===== src/rtl/cfu_simd_mac.sv =====
// Custom function unit: scalar/packed-SIMD add/sub plus multi-cycle signed dot-product accumulate.
// Build option: define CFU_SIMD_SAT_EN to make the lane add/sub saturate instead of wrap.
module cfu_simd_mac #(
   parameter int unsigned XLEN   = 32,
   parameter int unsigned LANES  = 4,
   parameter int unsigned CTRL_W = 10
) (
   input  logic              clk_i,
   input  logic              rst_i,
   input  logic              stall_i,
   input  logic              valid_i,
   input  logic [CTRL_W-1:0] cfu_ctrl_i,
   input  logic [XLEN-1:0]   src1_i,
   input  logic [XLEN-1:0]   src2_i,
   output logic              stall_o,
   output logic [XLEN-1:0]   rslt_o
);

   localparam int unsigned LW = XLEN / LANES;
   localparam int unsigned IW = (LANES > 1) ? $clog2(LANES) : 1;
   localparam logic [IW-1:0] LAST_IDX = IW'(LANES - 1);

   typedef enum logic [1:0] {S_IDLE, S_BUSY, S_DONE} state_t;

   state_t            state_q;
   logic [XLEN-1:0]   acc_q;
   logic [XLEN-1:0]   op1_q;
   logic [XLEN-1:0]   op2_q;
   logic [IW-1:0]     idx_q;

   logic [2:0]        funct3;
   logic              clr_acc;
   logic              dot_req;
   logic              unused_ctrl;
   logic [XLEN-1:0]   lane_rslt;
   logic signed [LW-1:0] dot_a;
   logic signed [LW-1:0] dot_b;
   logic [XLEN-1:0]   dot_prod;

   assign funct3      = cfu_ctrl_i[2:0];
   assign clr_acc     = cfu_ctrl_i[3];
   assign unused_ctrl = ^cfu_ctrl_i[CTRL_W-1:4];
   assign dot_req     = valid_i && (funct3 == 3'd5);

   // Per-lane add/sub with one extra bit so overflow is visible for saturation.
   always_comb begin
      logic signed [LW-1:0] la;
      logic signed [LW-1:0] lb;
      logic signed [LW:0]   ls;
      lane_rslt = '0;
      la        = '0;
      lb        = '0;
      ls        = '0;
      for (int k = 0; k < int'(LANES); k++) begin
         la = src1_i[k*LW +: LW];
         lb = src2_i[k*LW +: LW];
         ls = (funct3 == 3'd4) ? ((LW+1)'(la) - (LW+1)'(lb))
                               : ((LW+1)'(la) + (LW+1)'(lb));
`ifdef CFU_SIMD_SAT_EN
         if (ls[LW] != ls[LW-1])
            lane_rslt[k*LW +: LW] = ls[LW] ? {1'b1, {(LW-1){1'b0}}} : {1'b0, {(LW-1){1'b1}}};
         else
            lane_rslt[k*LW +: LW] = ls[LW-1:0];
`else
         lane_rslt[k*LW +: LW] = ls[LW-1:0];
`endif
      end
   end

   // Low XLEN bits of the sign-extended product equal the wrapped 2*LW-bit product.
   assign dot_a    = LW'(op1_q >> (LW * 32'(idx_q)));
   assign dot_b    = LW'(op2_q >> (LW * 32'(idx_q)));
   assign dot_prod = XLEN'(dot_a) * XLEN'(dot_b);

   always_ff @(posedge clk_i) begin
      if (rst_i) begin
         state_q <= S_IDLE;
         acc_q   <= '0;
         op1_q   <= '0;
         op2_q   <= '0;
         idx_q   <= '0;
      end else begin
         case (state_q)
            S_IDLE: begin
               if (dot_req) begin
                  op1_q   <= src1_i;
                  op2_q   <= src2_i;
                  idx_q   <= '0;
                  state_q <= S_BUSY;
               end else if (valid_i && !stall_i) begin
                  if (funct3 == 3'd6 && clr_acc) acc_q <= '0;
                  if (funct3 == 3'd7)            acc_q <= src1_i;
               end
            end
            S_BUSY: begin
               acc_q <= acc_q + dot_prod;
               idx_q <= idx_q + IW'(1);
               if (idx_q == LAST_IDX) state_q <= S_DONE;
            end
            S_DONE: begin
               if (!stall_i) state_q <= S_IDLE;
            end
            default: state_q <= S_IDLE;
         endcase
      end
   end

   assign stall_o = !rst_i && ((state_q == S_BUSY) || (state_q == S_IDLE && dot_req));

   // Result mux; single-cycle ops are combinational from the operands.
   always_comb begin
      rslt_o = '0;
      if (!rst_i && valid_i) begin
         if (state_q == S_DONE) begin
            rslt_o = acc_q;
         end else if (state_q == S_IDLE) begin
            case (funct3)
               3'd1:    rslt_o = src1_i + src2_i;
               3'd2:    rslt_o = src1_i - src2_i;
               3'd3:    rslt_o = lane_rslt;
               3'd4:    rslt_o = lane_rslt;
               3'd6:    rslt_o = acc_q;
               3'd7:    rslt_o = src1_i;
               default: rslt_o = '0;
            endcase
         end
      end
   end

endmodule


===== config.mk =====
export PLATFORM = sky130hd
export DESIGN_NAME = cfu_simd_mac
export DESIGN_NICKNAME = d
export VERILOG_FILES = /design/src/rtl/cfu_simd_mac.sv
export SDC_FILE = /design/constraint.sdc
export NUM_CORES = 1
export LEC_CHECK = 0
export ABC_AREA = 1
export BUFFER_PORTS_ARGS = -buffer_cell sky130_fd_sc_hd__buf_2
export CAP_MARGIN = 20
export CORE_MARGIN = 2
export CORE_UTILIZATION = 28
export DETAILED_ROUTE_END_ITERATION = 16
export HOLD_SLACK_MARGIN = 0.06
export SLEW_MARGIN = 0
export SYNTH_ARGS = -nofsm -noshare
export SYNTH_HDL_FRONTEND = slang
export SYNTH_SLANG_ARGS = --single-unit

===== constraint.sdc =====
create_clock -name clk_i -period 8.4 [get_ports clk_i]
set_input_delay 0.42 -clock clk_i [delete_from_list [all_inputs] [get_ports clk_i]]
set_output_delay 0.42 -clock clk_i [all_outputs]
set_load 0.01 [all_outputs]

After elaboration in Yosys (flattened, before gate mapping)
Index checks and enable logic that the tools add are counted.
{ "classes": {"div_mod_pow": 0, "eq_ne": 16, "n_bitwise": 0, "shift": 2, "order_cmp": 0, "n_mul": 1, "reduce_logical": 16, "muxes": 19, "n_addsub": 12} }
{ "op_table": {"columns": ["operator", "count"], "rows": [
  ["two-way mux 32 bit", 7],
  ["case mux 32 bit (5 select lines)", 1],
  ["adder 32 bit", 2],
  ["case mux 32 bit (2 select lines)", 1],
  [">> shifter 32 x 5 -> 8 bit", 2],
  ["adder 8 bit", 4],
  ["two-way mux 8 bit", 4],
  ["subtractor 32 bit", 1],
  ["subtractor 8 bit", 4],
  ["multiplier 8 x 8 -> 16 bit", 1],
  ["equality test 3 bit, second input constant", 4],
  ["!= test 2 bit, second input constant", 5],
  ["two-way mux 2 bit", 4],
  ["equality test 3 x 2 -> 1 bit, second input constant", 2],
  ["logical AND 1 bit", 6],
  ["case mux 2 bit (3 select lines)", 1],
  ["equality test 2 bit, second input constant", 2],
  ["case mux 2 bit (2 select lines)", 1],
  ["AND reduction 2 bit", 2],
  ["AND reduction 4 bit", 1],
  ["equality test 3 x 1 -> 1 bit, second input constant", 1],
  ["!= test 3 bit, second input constant", 1],
  ["AND reduction 3 bit", 1],
  ["adder 2 x 1 -> 2 bit, second input constant", 1],
  ["other kinds (6)", 7]
]} }
{ "word_totals": {"latchBits": 0, "word_cells": 71, "out_inout_bits": 33, "rom_bits": 0, "in_bits": 78, "reg_bits": 100, "ramBits": 0, "mem_count": 0} }

Depth between registers and ports, before layout
Gate-level depths: netlist of run 1.
{ "logic_depth": {"word_depth": 7, "ltp_mapped": 39, "mapped_depth_nobuf": 38} }

Worst setup path after synthesis of run 1
Ideal clock, no wire load.
{ "synth_timing": {"path_kind": "reg2reg", "from": "reg idx_q[0]", "to": "reg acc_q[30]", "n_path_buf": 2, "synth_period_minus_slack_ns": 6.450, "t_arrival_ns": 6.318, "setup_slack_ns": 1.950, "path_stages_with_launch": 36, "cell_sequence": "dfxtp_1 -> clkbuf_1 -> clkbuf_1 -> nand2_1 -> a32oi_1 -> inv_1 -> nor2_1 -> inv_1 -> fa_1 -> inv_1 -> fa_1 -> inv_1 -> fa_1 -> inv_1 -> fa_1 -> ha_1 -> nand2_1 -> nor2_1 -> nand3_1 -> nand3_1 -> inv_1 -> nand2_1 -> nand2_1 -> inv_1 -> ha_1 -> a21oi_1 -> o21a_1 -> nor2_1 -> nor2_1 -> inv_1 -> a21oi_1 -> nand2_1 -> nand2_1 -> nand3_1 -> nand2_1 -> a21oi_1"} }
{ "synth_via": {"elab_chain_len": 4, "word_cells_on_any_way": 5} }
{ "synth_rtl": {"columns": ["item", "line_no", "rtl"], "rows": [
  ["start: declaration", "29", "logic [IW-1:0] idx_q;"],
  ["start signal: assignment", "97", "idx_q <= idx_q + IW'(1);"],
  [">> shifter 32 x 5 -> 8 bit, on equally long branches", "71, 72", null],
  ["multiplier 8 x 8 -> 16 bit *", "73", "assign dot_prod = XLEN'(dot_a) * XLEN'(dot_b);"],
  ["adder 32 bit *", "96", "acc_q <= acc_q + dot_prod;"],
  ["case mux 32 bit (2 select lines) *", "83", "case (state_q)"],
  ["end signal: assignment", "92", "if (funct3 == 3'd7) acc_q <= src1_i;"],
  ["end signal: assignment", "96", null],
  ["end: declaration", "26", "logic [XLEN-1:0] acc_q;"]
]} }
Mark *: on every way between the ends. The rest lies on a longest branch, timed or not.
A chain may end at the register's enable or synchronous reset.

Worst setup path in the final report of run 1
{ "layout_timing": {"from": "reg idx_q[1]", "to": "reg acc_q[22]"} }
Same word-level chain as after synthesis.

==> impl_metrics.csv, run 1 <==
group,metric,value,unit
run_status,status,"finished clean",
timing,maxClockFrequency,130,MHz
global_routing,antenna_found_initial,0,
critical_path,cp_slowest_stage_delay,0.73,ns
logic_synthesis,synth_most_common_cell,"nand2_1",
clock_tree,clock-sinks,100,
power,leakagePower,7.43,nW
global_routing,grt_pass1_wl,84400,um
logic_synthesis,synth_compound_area_share,20.5,%
floorplanning,fp-row-count,83,
power,p_per_area,100,nW/um^2
routing,wire_per_inst,17.7,um
global_routing,grt_max_degree,87,
timing,finalCritPeriodShare,91.8,%
critical_path,cpMostUsedCell,"nand2_1",
floorplanning,core,51100,sq um
clock_tree,cts_buffers,9,
logic_synthesis,synth-seq-cells,100,
logic_synthesis,synth_xor_xnor_area_share,4.55,%
routing,totalWireLength,55600,um
logic_synthesis,synth_edf_count,0,
logic_synthesis,synth_top_family_by_area,"simple AND/OR/NAND/NOR gates",
final_layout,seq_area,2000,sq um
critical_path,cpLargestDelayFamily,"adder cells",
critical_path,cp_slowest_cell,"a32oi_1",
global_routing,first_global_vias,14600,
clock_tree,htree_levels,3,
critical_path,endpoint_kind,"register",
power,p_int,0.943,mW
power,ir_drop,0.103,mV
routing,avgViaCountPerCell,5.07,
final_layout,multiInputGateArea,10800,sq um
power,clkPwrFrac,27.3,%
logic_synthesis,netlist_instances,2391,
final_layout,final_util,31.4,%
clock_tree,path_clk_slew,0.08,ns
routing,first_pass_iters,7,
routing,drtIter0Drc,1611,
timing,max_slew_margin,34.5,%
timing,period_minus_slack,7.71,ns
critical_path,path_depth,31,
timing,setup_viol,0,
critical_path,critical_path_peak_fanout,16,
floorplanning,start_util,28.3,%
final_layout,fill_cells,5850,
logic_synthesis,syn_nets,2653,
power,p_sw_share,41.4,%
logic_synthesis,synth-async-reset-ratio,0,%
placed_design,dp_slack,0.604,ns
critical_path,crit_end,"acc_q[22]",
critical_path,worstRegToRegCells,31,
clock_tree,clock_path_buffers,2,
clock_tree,cts_tree,"done",
logic_synthesis,synthFlopType,"dfxtp_1",
job,drv_cap,0,
critical_path,r2r_start,"idx_q[1]",
logic_synthesis,synth_top_area_share,14.5,%
critical_path,cp_data_required_time,8.68,ns
floorplanning,dieWidth,231,um
floorplanning,pin_count,111,
logic_synthesis,synthAdderAreaFrac,19.1,%
placed_design,portBuffers,104,
logic_synthesis,synthMuxAreaShare,0,%
final_layout,nets,2716,
logic_synthesis,yosysWarningCount,0,
logic_synthesis,synth-simple-area-share,30.7,%
critical_path,path_buf_inv,6,
floorplanning,chipHeight,231,um
final_layout,area_delta_synth_final,11.2,%
power,p_total,1.61,mW
logic_synthesis,synth_cell_type_count,45,
timing,tns,0,ns
final_layout,diodes,0,
logic_synthesis,avgSynthCellArea,6.04,sq um
power,sequentialPowerShare,31.1,%
logic_synthesis,netlist_top_cells_count,"556 x nand2_1, 348 x inv_1, 301 x a21oi_1, 244 x nor2_1, 184 x nand3_1",
timing,rsz0062_at_grt,"no",
clock_tree,clk_latency,0.35,ns
timing,worst_slew_pin_slew,0.981,ns
power,power_frac_comb,41.6,%
logic_synthesis,synthTopCellsByArea,"nand2_1 14%, dfxtp_1 14%, ha_1 11%, a21oi_1 10%, inv_1 9.0%",
power,switchingPower,0.668,mW
final_layout,drive_gt1_share,7.20,%
routing,via_count,15900,
routing,antenna_left,0,
logic_synthesis,synth_area_leader_cell,"nand2_1",
global_routing,grt_util_all_layers,20.4,%
critical_path,r2r_setup_slack,0.69,ns
min_path,hold_path_class,"input pin to register",
logic_synthesis,synth-seq-area-share,13.9,%
critical_path,r2r-end,"acc_q[22]",
clock_tree,cts_hold_buf,0,
timing,final_hold_viol_count,0,
critical_path,cp-startpoint,"idx_q[1]",
placed_design,gp_routability_congestion,0.953,
placed_design,dpl.hpwl,45400,um
critical_path,crit_path_start_kind,"register",
final_layout,final_cells,3139,
timing,drv_slew,0,
timing,layout_setup_ws,0.686,ns
routing,route.detailed.drc,0,
critical_path,crit_type,"register to register",
timing,skew,0.00950,ns
logic_synthesis,synthesis.area,14400,sq um
placed_design,post-place-cells,3122,
floorplanning,dieArea,53400,sq um
critical_path,arrival,7.99,ns
global_routing,grt-ovfl-total,0,
clock_tree,cts-root-buf,"clkbuf_16",
worst register-to-register path: cells and delay by family (launching register included):
family | cells | cell delay [ns]
compound gates | 3 | 0.98
fa+ha+maj | 6 | 2.98
buf+inv | 6 | 1.22
flops | 1 | 0.52
simple gates | 16 | 1.97
area by class of cell:
cell class / count / area share, %
inverters: 352 / 8.28
repair buffers: 129 / 4.41
repair inverters: 1 / 0.0312
clock inverters: 6 / 0.476
flip-flops and latches: 100 / 12.5
clock buffers: 10 / 1.43
well taps: 680 / 5.30
multi-input cells: 1861 / 67.6
metrics by stage:
step                hold WS (ns)  instance area, sq um
floorplan                  0.424                 14400
global route               0.369                 16100
global placement           0.443                 15700
detailed placement         0.449                 15700
finish                     0.340                 16100
CTS                        0.330                 16000
cells in the final DEF (no fill, tap or decap), drive strengths merged, types with 23 or more instances in the layout:
cell type	netlist	routed
nand2	558	558
inv	349	351
a21oi	301	301
nor2	247	247
nand3	185	185
o21ai	152	152
buf	22	129
ha	123	123
dfxtp	100	100
fa	61	61
xor2	57	57
nor3	23	23
worst min-delay path by stage:
stage               from    endpoint  slack [ns]  cells after the start
2_1_floorplan   op1_q[0]    op1_q[0]        0.42                      2
3_3_place_gp   op1_q[24]   op1_q[24]        0.44                      2
3_5_place_dp    op2_q[7]    op2_q[7]        0.45                      2
4_1_cts          stall_i  state_q[1]        0.33                      3
5_1_grt          stall_i  state_q[1]        0.37                      3
6_report         stall_i  state_q[1]        0.34                      3
per-layer routing:
metal,track usage (%),up-vias,routed length (um)
li1,-,7961,-
met1,28.5,7276,25200
met2,32.6,608,24600
met3,2.71,80,3970
met4,6.35,0,1870
met5,0,-,0
flip-flops by register name (all words and copies together) (netlist names):
register / flops
op1_q: 32
op2_q: 32
acc_q: 32
idx_q: 2
state_q: 2
power groups by stage:
stage | sequential [mW] | combinational (mW) | clock (mW)
floorplan | 0.504 | 0.451 | 0
global placement | 0.512 | 0.658 | 0
detailed placement | 0.512 | 0.659 | 0
CTS | 0.501 | 0.663 | 0.442
global route | 0.503 | 0.751 | 0.461
finish | 0.501 | 0.670 | 0.439
repair_timing:
action	CTS	global route
endpoints found under the setup margin	0	6
resized for setup	0	5
endpoints found under the hold margin	0	0
setup buffers	0	0
cell families after synthesis:
kind of cell,after synthesis
fa+ha+maj,184
buf+inv,430
simple gates,1060
xor+xnor,75
compound gates,542
flops,100
Power figures use the tool's default switching activity.
==> inputs of run 2 (changes only) <==
==> constraint.sdc (replaced) <==
create_clock -name clk_i -period 7.4 [get_ports clk_i]
set_input_delay 0.37 -clock clk_i [delete_from_list [all_inputs] [get_ports clk_i]]
set_output_delay 0.37 -clock clk_i [all_outputs]
set_load 0.01 [all_outputs]
==> run 2 against run 1 <==
Core utilization grew 0.62 points; critical path depth up 1; flip-flop and latch count is the same; clock skew is 0.0027 ns higher; register-to-register slack got worse by 0.20 ns; hold slack worse by 0.016 ns; non-clock buffer count grew 36; setup slack got worse by 0.20 ns; sequential power rose by 14%; clock-buffer cell count is 1 lower.
==> impl_metrics.csv, run 2 (synthesis gave the netlist of run 1 again) <==
group,metric,value,unit
final_layout,nets,2752,
routing,route.detailed.drc,0,
timing,setup_viol,0,
run_status,status,"finished clean",
critical_path,endpoint_kind,"register",
timing,max_slew_margin,24.3,%
final_layout,top_regs,"acc_q x32, op1_q x32, op2_q x32",
routing,totalWireLength,56000,um
job,drv_cap,0,
power,ir_drop,0.129,mV
clock_tree,cts_tree,"done",
final_layout,final_cells,3175,
floorplanning,dieArea,53400,sq um
global_routing,grt_util_all_layers,20.5,%
critical_path,crit_type,"register to register",
final_layout,drive_gt1_share,8.78,%
floorplanning,start_util,28.3,%
floorplanning,pin_count,111,
timing,drv_slew,0,
min_path,worstHoldStart,"src2_i[31]",
critical_path,cpMostUsedCell,"inv_1",
min_path,hold_end,"op2_q[31]",
floorplanning,dieWidth,231,um
clock_tree,clock-sinks,100,
global_routing,grt_pass1_wl,85500,um
routing,drtIter0Drc,1616,
timing,worst_slew_pin_slew,1.11,ns
critical_path,arrival,7.20,ns
timing,finalCritPeriodShare,93.4,%
power,leakagePower,7.62,nW
power,p_per_area,113,nW/um^2
critical_path,r2r_start,"idx_q[1]",
global_routing,grt-ovfl-total,0,
placed_design,gp_routability_congestion,0.951,
global_routing,first_global_vias,14900,
timing,period_minus_slack,6.91,ns
routing,via_count,16200,
final_layout,final_common_cell,"nand2_1",
timing,maxClockFrequency,145,MHz
critical_path,worstRegToRegCells,32,
routing,avgViaCountPerCell,5.10,
critical_path,cp_slowest_stage_delay,0.64,ns
min_path,whs_path_depth,3,
final_layout,diodes,0,
global_routing,grtUsageMet1,28.7,%
final_layout,final_cell_mix,"555 x nand2_1, 346 x inv_1, 300 x a21oi_1",
critical_path,r2r-end,"acc_q[20]",
placed_design,portBuffers,104,
min_path,hold_path_class,"input pin to register",
clock_tree,clk_latency,0.36,ns
timing,final_hold_viol_count,0,
final_layout,area_delta_synth_final,13.4,%
routing,antenna_left,0,
global_routing,busiest_layer,"met2",
floorplanning,chipHeight,231,um
routing,first_pass_iters,6,
critical_path,r2r_setup_slack,0.49,ns
clock_tree,htree_levels,3,
global_routing,grt_max_degree,87,
clock_tree,cts-root-buf,"clkbuf_16",
clock_tree,cts_buffers,9,
global_routing,antenna_found_initial,0,
timing,skew,0.0122,ns
timing,hold_slack,0.324,ns
placed_design,dpl.hpwl,45800,um
clock_tree,clock_path_buffers,2,
floorplanning,fp-row-count,83,
critical_path,critical_path_peak_fanout,7,
placed_design,post-place-cells,3155,
floorplanning,core,51100,sq um
global_routing,use_met3,2.67,%
critical_path,cp_data_required_time,7.69,ns
global_routing,use_met2,33.1,%
critical_path,crit_path_start_kind,"register",
critical_path,cp_slowest_cell,"fa_2",
routing,wire_per_inst,17.6,um
clock_tree,path_clk_slew,0.08,ns
## run 2: cell count changes in the layout (fill, tap and decap cells not counted), sizes merged
| cell | previous run | this run |
|---|---|---|
| buf | 129 | 165 |
| inv | 351 | 352 |
| clkbuf | 10 | 9 |
## run 2: routing by layer
metal	vias to the layer above	routed length (um)	share of wire [%]
li1	8016	-	-
met1	7457	25300	45
met2	642	24700	44
met3	82	4330	7.7
met4	0	1570	2.8
met5	-	0	0
## run 2: report_power, final
| group | internal (mW) | switching, mW |
|---|---|---|
| combinational | 0.259 | 0.515 |
| sequential | 0.552 | 0.0169 |
| clock | 0.272 | 0.241 |
| total | 1.08 | 0.773 |
## run 2: worst max-delay path: cells and delay by family (launching register included)
| family | cells | cell delay, ns |
|---|---|---|
| and+or+nand+nor | 11 | 1.59 |
| buffers and inverters | 10 | 1.11 |
| DFF | 1 | 0.47 |
| AOI/OAI and AO/OA | 5 | 0.78 |
| adders and majority gates | 6 | 2.87 |
## run 2: timing repair
action | 4_1_cts | 5_1_grt
hold buffers | 0 | 0
setup endpoints to repair | 0 | 17
buffers inserted | 0 | 3
gates resized for setup | 0 | 12
## run 2: worst max-delay path by stage
stage / from / to / slack (ns) / cells past startpoint
global route: idx_q[0] / acc_q[30] / -0.01 / 38
finish: idx_q[1] / acc_q[20] / 0.49 / 32
floorplan: idx_q[0] / acc_q[30] / 0.95 / 35
CTS: idx_q[0] / acc_q[30] / 0.14 / 35
detailed placement: idx_q[0] / acc_q[30] / 0.19 / 35
global placement: idx_q[0] / acc_q[31] / 0.27 / 33
## run 2: metrics by stage
stage | util [%] | power, mW | instance area (sq um) | setup slack (ns) | TNS (ns)
finish | 32.0 | 1.86 | 16400 | 0.486 | 0
global route | 32.0 | 1.97 | 16400 | -0.00995 | -0.0266
CTS | 31.9 | 1.85 | 16300 | 0.136 | 0
detailed placement | 31.3 | 1.34 | 16000 | 0.185 | 0
global placement | 31.3 | 1.34 | 16000 | 0.272 | 0
floorplan | - | 1.08 | 14400 | 0.950 | 0
## run 2: final cells by class
| cell class | count | area (sq um) |
|---|---|---|
| Timing Repair inverter | 1 | 7.51 |
| Tap cell | 680 | 851 |
| Multi-Input combinational cell | 1861 | 10900 |
| Clock inverter | 7 | 87.6 |
| Fill cell | 5869 | 34700 |
| Clock buffer | 9 | 225 |
| Inverter | 352 | 1330 |
| Timing Repair Buffer | 165 | 991 |
| Sequential cell | 100 | 2000 |
